## src/rtl/memory_access.sv

```systemverilog
// memory_access: RISC-V memory stage; drives the data bus for loads/stores and builds the memory->writeback bundle.
// Optional MEM_MISALIGN_TRAP_EN flags misaligned accesses instead of aligning them down.
package memory_access_pkg;
  typedef struct packed {
    logic        valid;
    logic [63:0] pc;
    logic [4:0]  rd;
    logic        regwrite;
    logic [63:0] result;
    logic        misaligned;
  } memory_data_t;
endpackage

module memory_access
  import memory_access_pkg::*;
#(
  parameter int XLEN = 64
) (
  input  logic                clk,
  input  logic                reset,
  input  logic                stall,
  input  logic                in_valid,
  input  logic [XLEN-1:0]     in_pc,
  input  logic                in_mem_read,
  input  logic                in_mem_write,
  input  logic [2:0]          in_funct3,
  input  logic [XLEN-1:0]     in_addr,
  input  logic [XLEN-1:0]     in_wdata,
  input  logic [4:0]          in_rd,
  input  logic                in_regwrite,
  output logic                dreq_valid,
  output logic [XLEN-1:0]     dreq_addr,
  output logic [2:0]          dreq_size,
  output logic [XLEN/8-1:0]   dreq_strobe,
  output logic [XLEN-1:0]     dreq_data,
  input  logic                dresp_data_ok,
  input  logic [XLEN-1:0]     dresp_data,
  output logic                stall_req,
  output memory_data_t        dataM
);
  typedef enum logic [1:0] {IDLE, REQ, DONE} state_e;
  state_e state_q, state_d;
  logic [XLEN-1:0] rdata_q, rdata_d;
  logic [1:0] size;
  logic [2:0] low_mask, off;
  logic [XLEN-1:0] addr, sh, ld, result;
  logic [XLEN/8-1:0] smask;
  logic misaligned, issue, sgn, st_en;

  assign size = in_funct3[1:0];
  assign low_mask = 3'((4'd1 << size) - 4'd1);
`ifdef MEM_MISALIGN_TRAP_EN
  assign misaligned = in_valid && (in_mem_read || in_mem_write) && |(in_addr[2:0] & low_mask);
  assign addr = in_addr;
`else
  assign misaligned = 1'b0;
  assign addr = {in_addr[XLEN-1:3], in_addr[2:0] & ~low_mask};
`endif
  assign off = addr[2:0];
  assign issue = in_valid && (in_mem_read || in_mem_write) && !misaligned;

  always_comb begin
    state_d = state_q == IDLE ? (issue ? REQ : IDLE) :
              state_q == REQ  ? (dresp_data_ok ? DONE : REQ) :
              (stall ? DONE : IDLE);
    rdata_d = (state_q == REQ && dresp_data_ok) ? dresp_data : rdata_q;
  end

  always_ff @(posedge clk) begin
    if (reset) begin
      state_q <= IDLE;
      rdata_q <= '0;
    end else begin
      state_q <= state_d;
      rdata_q <= rdata_d;
    end
  end

  // The request is live combinationally in the issuing IDLE cycle, then held through REQ.
  assign dreq_valid = !reset && (state_q == REQ || (state_q == IDLE && issue));
  assign stall_req  = dreq_valid;
  assign st_en      = dreq_valid && in_mem_write;
  assign dreq_addr  = addr;
  assign dreq_size  = {1'b0, size};
  assign smask = size == 2'd0 ? 8'h01 : size == 2'd1 ? 8'h03 : size == 2'd2 ? 8'h0F : 8'hFF;
  assign dreq_strobe = st_en ? smask << off : '0;
  assign dreq_data   = st_en ? in_wdata << {off, 3'b000} : '0;

  assign sh  = rdata_q >> {off, 3'b000};
  assign sgn = !in_funct3[2];
  assign ld = size == 2'd0 ? {{(XLEN-8){sgn & sh[7]}}, sh[7:0]} :
              size == 2'd1 ? {{(XLEN-16){sgn & sh[15]}}, sh[15:0]} :
              size == 2'd2 ? {{(XLEN-32){sgn & sh[31]}}, sh[31:0]} : sh;
  assign result = misaligned ? in_addr : in_mem_write ? '0 : in_mem_read ? ld : in_addr;

  always_comb begin
    dataM = '0;
    if (!reset) begin
      dataM.valid      = in_valid;
      dataM.pc         = in_pc;
      dataM.rd         = in_rd;
      dataM.regwrite   = in_regwrite && !in_mem_write && !misaligned;
      dataM.result     = result;
      dataM.misaligned = misaligned;
    end
  end
endmodule

```

## config.mk

```make
export PLATFORM = sky130hd
export DESIGN_NAME = memory_access
export DESIGN_NICKNAME = d
export VERILOG_FILES = /design/src/rtl/memory_access.sv
export SDC_FILE = /design/constraint.sdc
export NUM_CORES = 1
export LEC_CHECK = 0
export CAP_MARGIN = 20
export CORE_AREA = 2 2 214 216
export DETAILED_ROUTE_END_ITERATION = 10
export DIE_AREA = 0 0 216 218
export PLACE_DENSITY = 0.49
export RECOVER_POWER = 50
export SLEW_MARGIN = 20
export SYNTH_ARGS = -nofsm -noshare
export SYNTH_HDL_FRONTEND = slang
export SYNTH_SLANG_ARGS = --single-unit
```

## constraint.sdc

```tcl
create_clock -name clk -period 8.1 [get_ports clk]
set_input_delay 2.43 -clock clk [delete_from_list [all_inputs] [get_ports clk]]
set_output_delay 2.43 -clock clk [all_outputs]
set_load 0.03 [all_outputs]
```

-- Word level (Yosys, flattened, before mapping)
Cells that the tools add are included.
- input bits: 272
- bits in registers: 66
- bitwise logic cells: 5
- add/sub/neg operators: 1
- shift-type cells: 4
- reductions and logical operators: 13
- eq/ne operators: 3
- multiplexer cells: 16
- operators with widths (operator ; number):
    64-bit 2-to-1 mux ; 6
    136-bit 2-to-1 mux ; 1
    64-bit by 6-bit left shift with 64-bit output ; 1
    64-bit by 6-bit right shift with 64-bit output ; 1
    8-bit 2-to-1 mux ; 4
    2-bit 2-to-1 mux ; 4
    8-bit by 3-bit left shift with 8-bit output ; 1
    1-bit logical AND ; 6
    2-bit by 1-bit equality test with 1-bit output, second input constant ; 2
    2-bit zero test ; 2
    1-bit bitwise AND ; 3
    3-bit bitwise AND ; 1
    1-bit zero test ; 3
    3-bit inverter ; 1
    1-bit by 2-bit left shift with 3-bit output, first input constant ; 1
    3-bit by 1-bit subtractor with 3-bit output, second input constant ; 1
    2-bit equality test, second input constant ; 1
    1-bit logical OR ; 2
    1-bit 2-to-1 mux ; 1

-- Logic depth before layout (Yosys ltp)
- word-level depth: 12
- depth in mapped cells: 15

-- Worst setup path after synthesis
No wires, ideal clock.
- kind: input to output
- start: input port in_funct3[1]
- end: output port dreq_strobe[3]
- setup slack: 0.039 ns
- arrival: 5.631 ns
- buffers on the path: 6
- stages: 13
- data required time: 5.670 ns
- cell sequence: buf_2 > inv_1 > nand2_1 > clkbuf_1 > ha_1 > nand2_1 > clkinv_1 > buf_2 > buf_2 > buf_2 > buf_1 > nor2_1 > nor3_1
- cells in the longest elaborated chain, start to end: 6
- ends and longest elaborated chain (item ; line ; RTL):
    start, declared ; 26 ; input logic [2:0] in_funct3,
    1-bit by 2-bit left shift with 3-bit output ; 51 ; assign low_mask = 3'((4'd1 << size) - 4'd1);
    3-bit by 1-bit subtractor with 3-bit output ; 51 ;
    3-bit inverter ; 57 ; assign addr = {in_addr[XLEN-1:3], in_addr[2:0] & ~low_mask};
    3-bit bitwise AND ; 57 ;
    via dreq_addr[1] ; 32 ; output logic [XLEN-1:0] dreq_addr,
    8-bit by 3-bit left shift with 8-bit output ; 86 ; assign dreq_strobe = st_en ? smask << off : '0;
    8-bit 2-to-1 mux ; 86 ;
    end, declared ; 34 ; output logic [XLEN/8-1:0] dreq_strobe,
The timed path passes the listed nets, and every way through them passes these cells.

==> qor.txt <==
Outcome - finished, violations left
Failing checks - max-capacitance violations, max-slew violations
Post-Synth Adder-Cell Area - 0.160%
Worst-path maximum fanout - 20
Total track usage - 20.7%
Fill cell count - 4,898
Post-Synth XOR/XNOR Area - 0%
CTS tree - built
Fmax achieved - 127 MHz
Post-route ant nets - 0
IO Pins - 549
Die Area - 0.0471 mm^2
Clock Tree Buf Depth - 2
VDD IR max - 0.0000693 V
#FFs+latches synth - 66
Die width - 216 um
HP Class - reg -> reg
P per Cell Area - 104 mW/mm^2
CTS Buf Count - 9
Synth Area in Compound Gates - 21.8%
RD Place Congestion - 0.916
Root Buffer - clkbuf_16
Nets - 1,977
Synthesized instance count - 1,253
Post-synth top cells - 349 x nand2_1, 145 x a21oi_1, 101 x nor2_1
Initial antenna violation count - 16
Starting Density - 17.5%
Synth top area cells - dfxtp_1 17%, nand2_1 17%, a21oi_1 9.3%
# rows - 78
Area leader, netlist - dfxtp_1
WP data required - 5670 ps
Max_slew headroom - -88.0%
Routed len/inst - 22.1 um
Leakage power - 5.73 nW
Detailed-route wire length - 51,200 um
Post-synthesis simple-gate area fraction - 35.7%
Clock Latency Late Sink - 330 ps
Share of post-route cells with drive strength above 1 - 14.0%
Largest net degree at the start of global routing - 76
Worst Tran Pin Value - 2820 ps
Vias in the first global route - 10.5k
Yosys warns - 0
Layout Skew - 6.50 ps
Fin. max-slew vios - 65
I/O Buffers - 546
Startpoint types - input pin
Mux cell area share after synthesis - 13.0%
Post-synth ARST share - 0%
Netlist cell types - 59
DP Worst Slack - 35.4 ps
Tcrit/Tclk final - 97.5%
Synthesis-to-layout area growth - 80.5%
Crit path DAT - 5460 ps
Core area - 0.0449 mm^2
RSZ-0062 raised after global routing - false
Most common cell in the netlist - nand2_1
Period minus WS final - 7890 ps
Setup crit end kind - output port
Worst hold slack - 456 ps
Hold Vio Cnt, Final - 0
H-tree depth - 3
Gr ovfl total - 0
Top_reg_cell synth - dfxtp_1
Clock transition at path regs - 60 ps
Area share of the largest cell type after synthesis - 16.8%
First-pass GRT wire length - 72,300 um
Vias/cell - 4.65
Die Span Y - 218 um
# Max-Cap Violations - 1
Worst Path Class, Setup - in -> out
Starting DRT DRC Count - 875
Final WS setup - 206 ps
Clock sinks - 66
Fin Setup TNS - 0 ps
Detailed placement HPWL - 42,300 um
Endpoints failing setup - 0
Routed vias - 10.8k
DR pass1 iterations - 5
Post-Syn Area per Cell - 6.26 um^2
Largest family of logic cells by synthesized area - simple AND/OR/NAND/NOR gates
DRC - 0
Sequential cell area fraction in the yosys report - 16.8%
Post-synth EDFFs - 0
Synthesized area - 0.00784 mm^2
layer usage:
metal / GRT usage (%) / part of all wire [%]
met1: 25.4 / 40
met2: 35.5 / 48
met3: 5.47 / 8.4
met4: 6.10 / 2.7
met5: 0 / 0.22
repair_timing:
action,in CTS,in global routing
hold buffers,0,0
endpoints found under the setup margin,0,38
resized for setup,0,22
buffers inserted,0,0
through the flow:
stage          util (%)  power (mW)  area (um^2)  cells
2_1_floorplan         -       0.741         7850   1254
3_3_place_gp       30.8        1.13        13800   2293
3_5_place_dp       30.8        1.13        13800   2293
4_1_cts            31.4        1.50        14100   2309
5_1_grt            31.5        1.55        14100   2310
6_report           31.5        1.48        14200   2315
worst paths after layout:
kind / start / end / slack, ps / depth (start not counted)
worst max-delay path: in_funct3[1] / dataM[55] / 210 / 13
worst min-delay path: rdata_q[6] / rdata_q[6] / 460 / 2
worst max register to register: state_q[0] / rdata_q[46] / 4800 / 4
worst min register to register: rdata_q[6] / rdata_q[6] / 460 / 2
cells by family (layout without fill, tap and decap cells):
logic type / count (synthesis) / in the layout
and+or+nand+nor: 629 / 629
AOI/OAI and AO/OA: 294 / 294
buffers and inverters: 180 / 635
muxes: 82 / 82
DFF: 66 / 66
adders and majority gates: 1 / 1
other: 1 / 8
registers in the layout, summed over array words and instances, names as in the netlist:
| signal | count |
|---|---|
| rdata_q | 64 |
| state_q | 2 |
power breakdown:
| group | internal (mW) | leakage, nW | switching, mW |
|---|---|---|---|
| clock | 0.209 | 0.128 | 0.158 |
| sequential | 0.336 | 0.535 | 0.0184 |
| combinational | 0.337 | 5.07 | 0.421 |
critical path: stages:
cell,delay [ps]
clkdlybuf4s50_1,480
inv_1,130
nand2_1,70
ha_1,320
nand2_2,150
o221ai_1,130
o32ai_1,300
inv_1,120
o221ai_2,190
o21ai_1,140
buf_12,180
o21ai_1,140
clkdlybuf4s50_1,680
final cells by class:
cell class	count	area (um^2)	share of cell area, %
inverter	8	32.5	0.230
antenna	6	15.0	0.106
timing repair buffer	611	6190	43.8
multi-input combinational	1008	5570	39.3
sequential	66	1320	9.33
clock inverter	7	53.8	0.380
tap	600	751	5.30
clock buffer	9	225	1.59
placed cells by master, fill, tap and decap left out, types with 9 or more instances in the layout:
| cell type | instances |
|---|---|
| nand2_1 | 348 |
| clkdlybuf4s50_1 | 306 |
| a21oi_1 | 145 |
| buf_4 | 137 |
| dlygate4sd3_1 | 105 |
| nor2_1 | 100 |
| nor2b_1 | 79 |
| mux2i_1 | 66 |
| dfxtp_1 | 66 |
| o21ai_0 | 64 |
| buf_12 | 39 |
| nand3_1 | 33 |
| a31oi_1 | 19 |
| dlymetal6s2s_1 | 18 |
| nor3_1 | 16 |
| mux4_2 | 16 |
| and2_1 | 15 |
| and3_1 | 13 |
| o21ai_1 | 11 |
| o22ai_1 | 9 |
| o211ai_1 | 9 |
| clkbuf_16 | 9 |
Note: power is estimated with default switching activity, not from simulation.
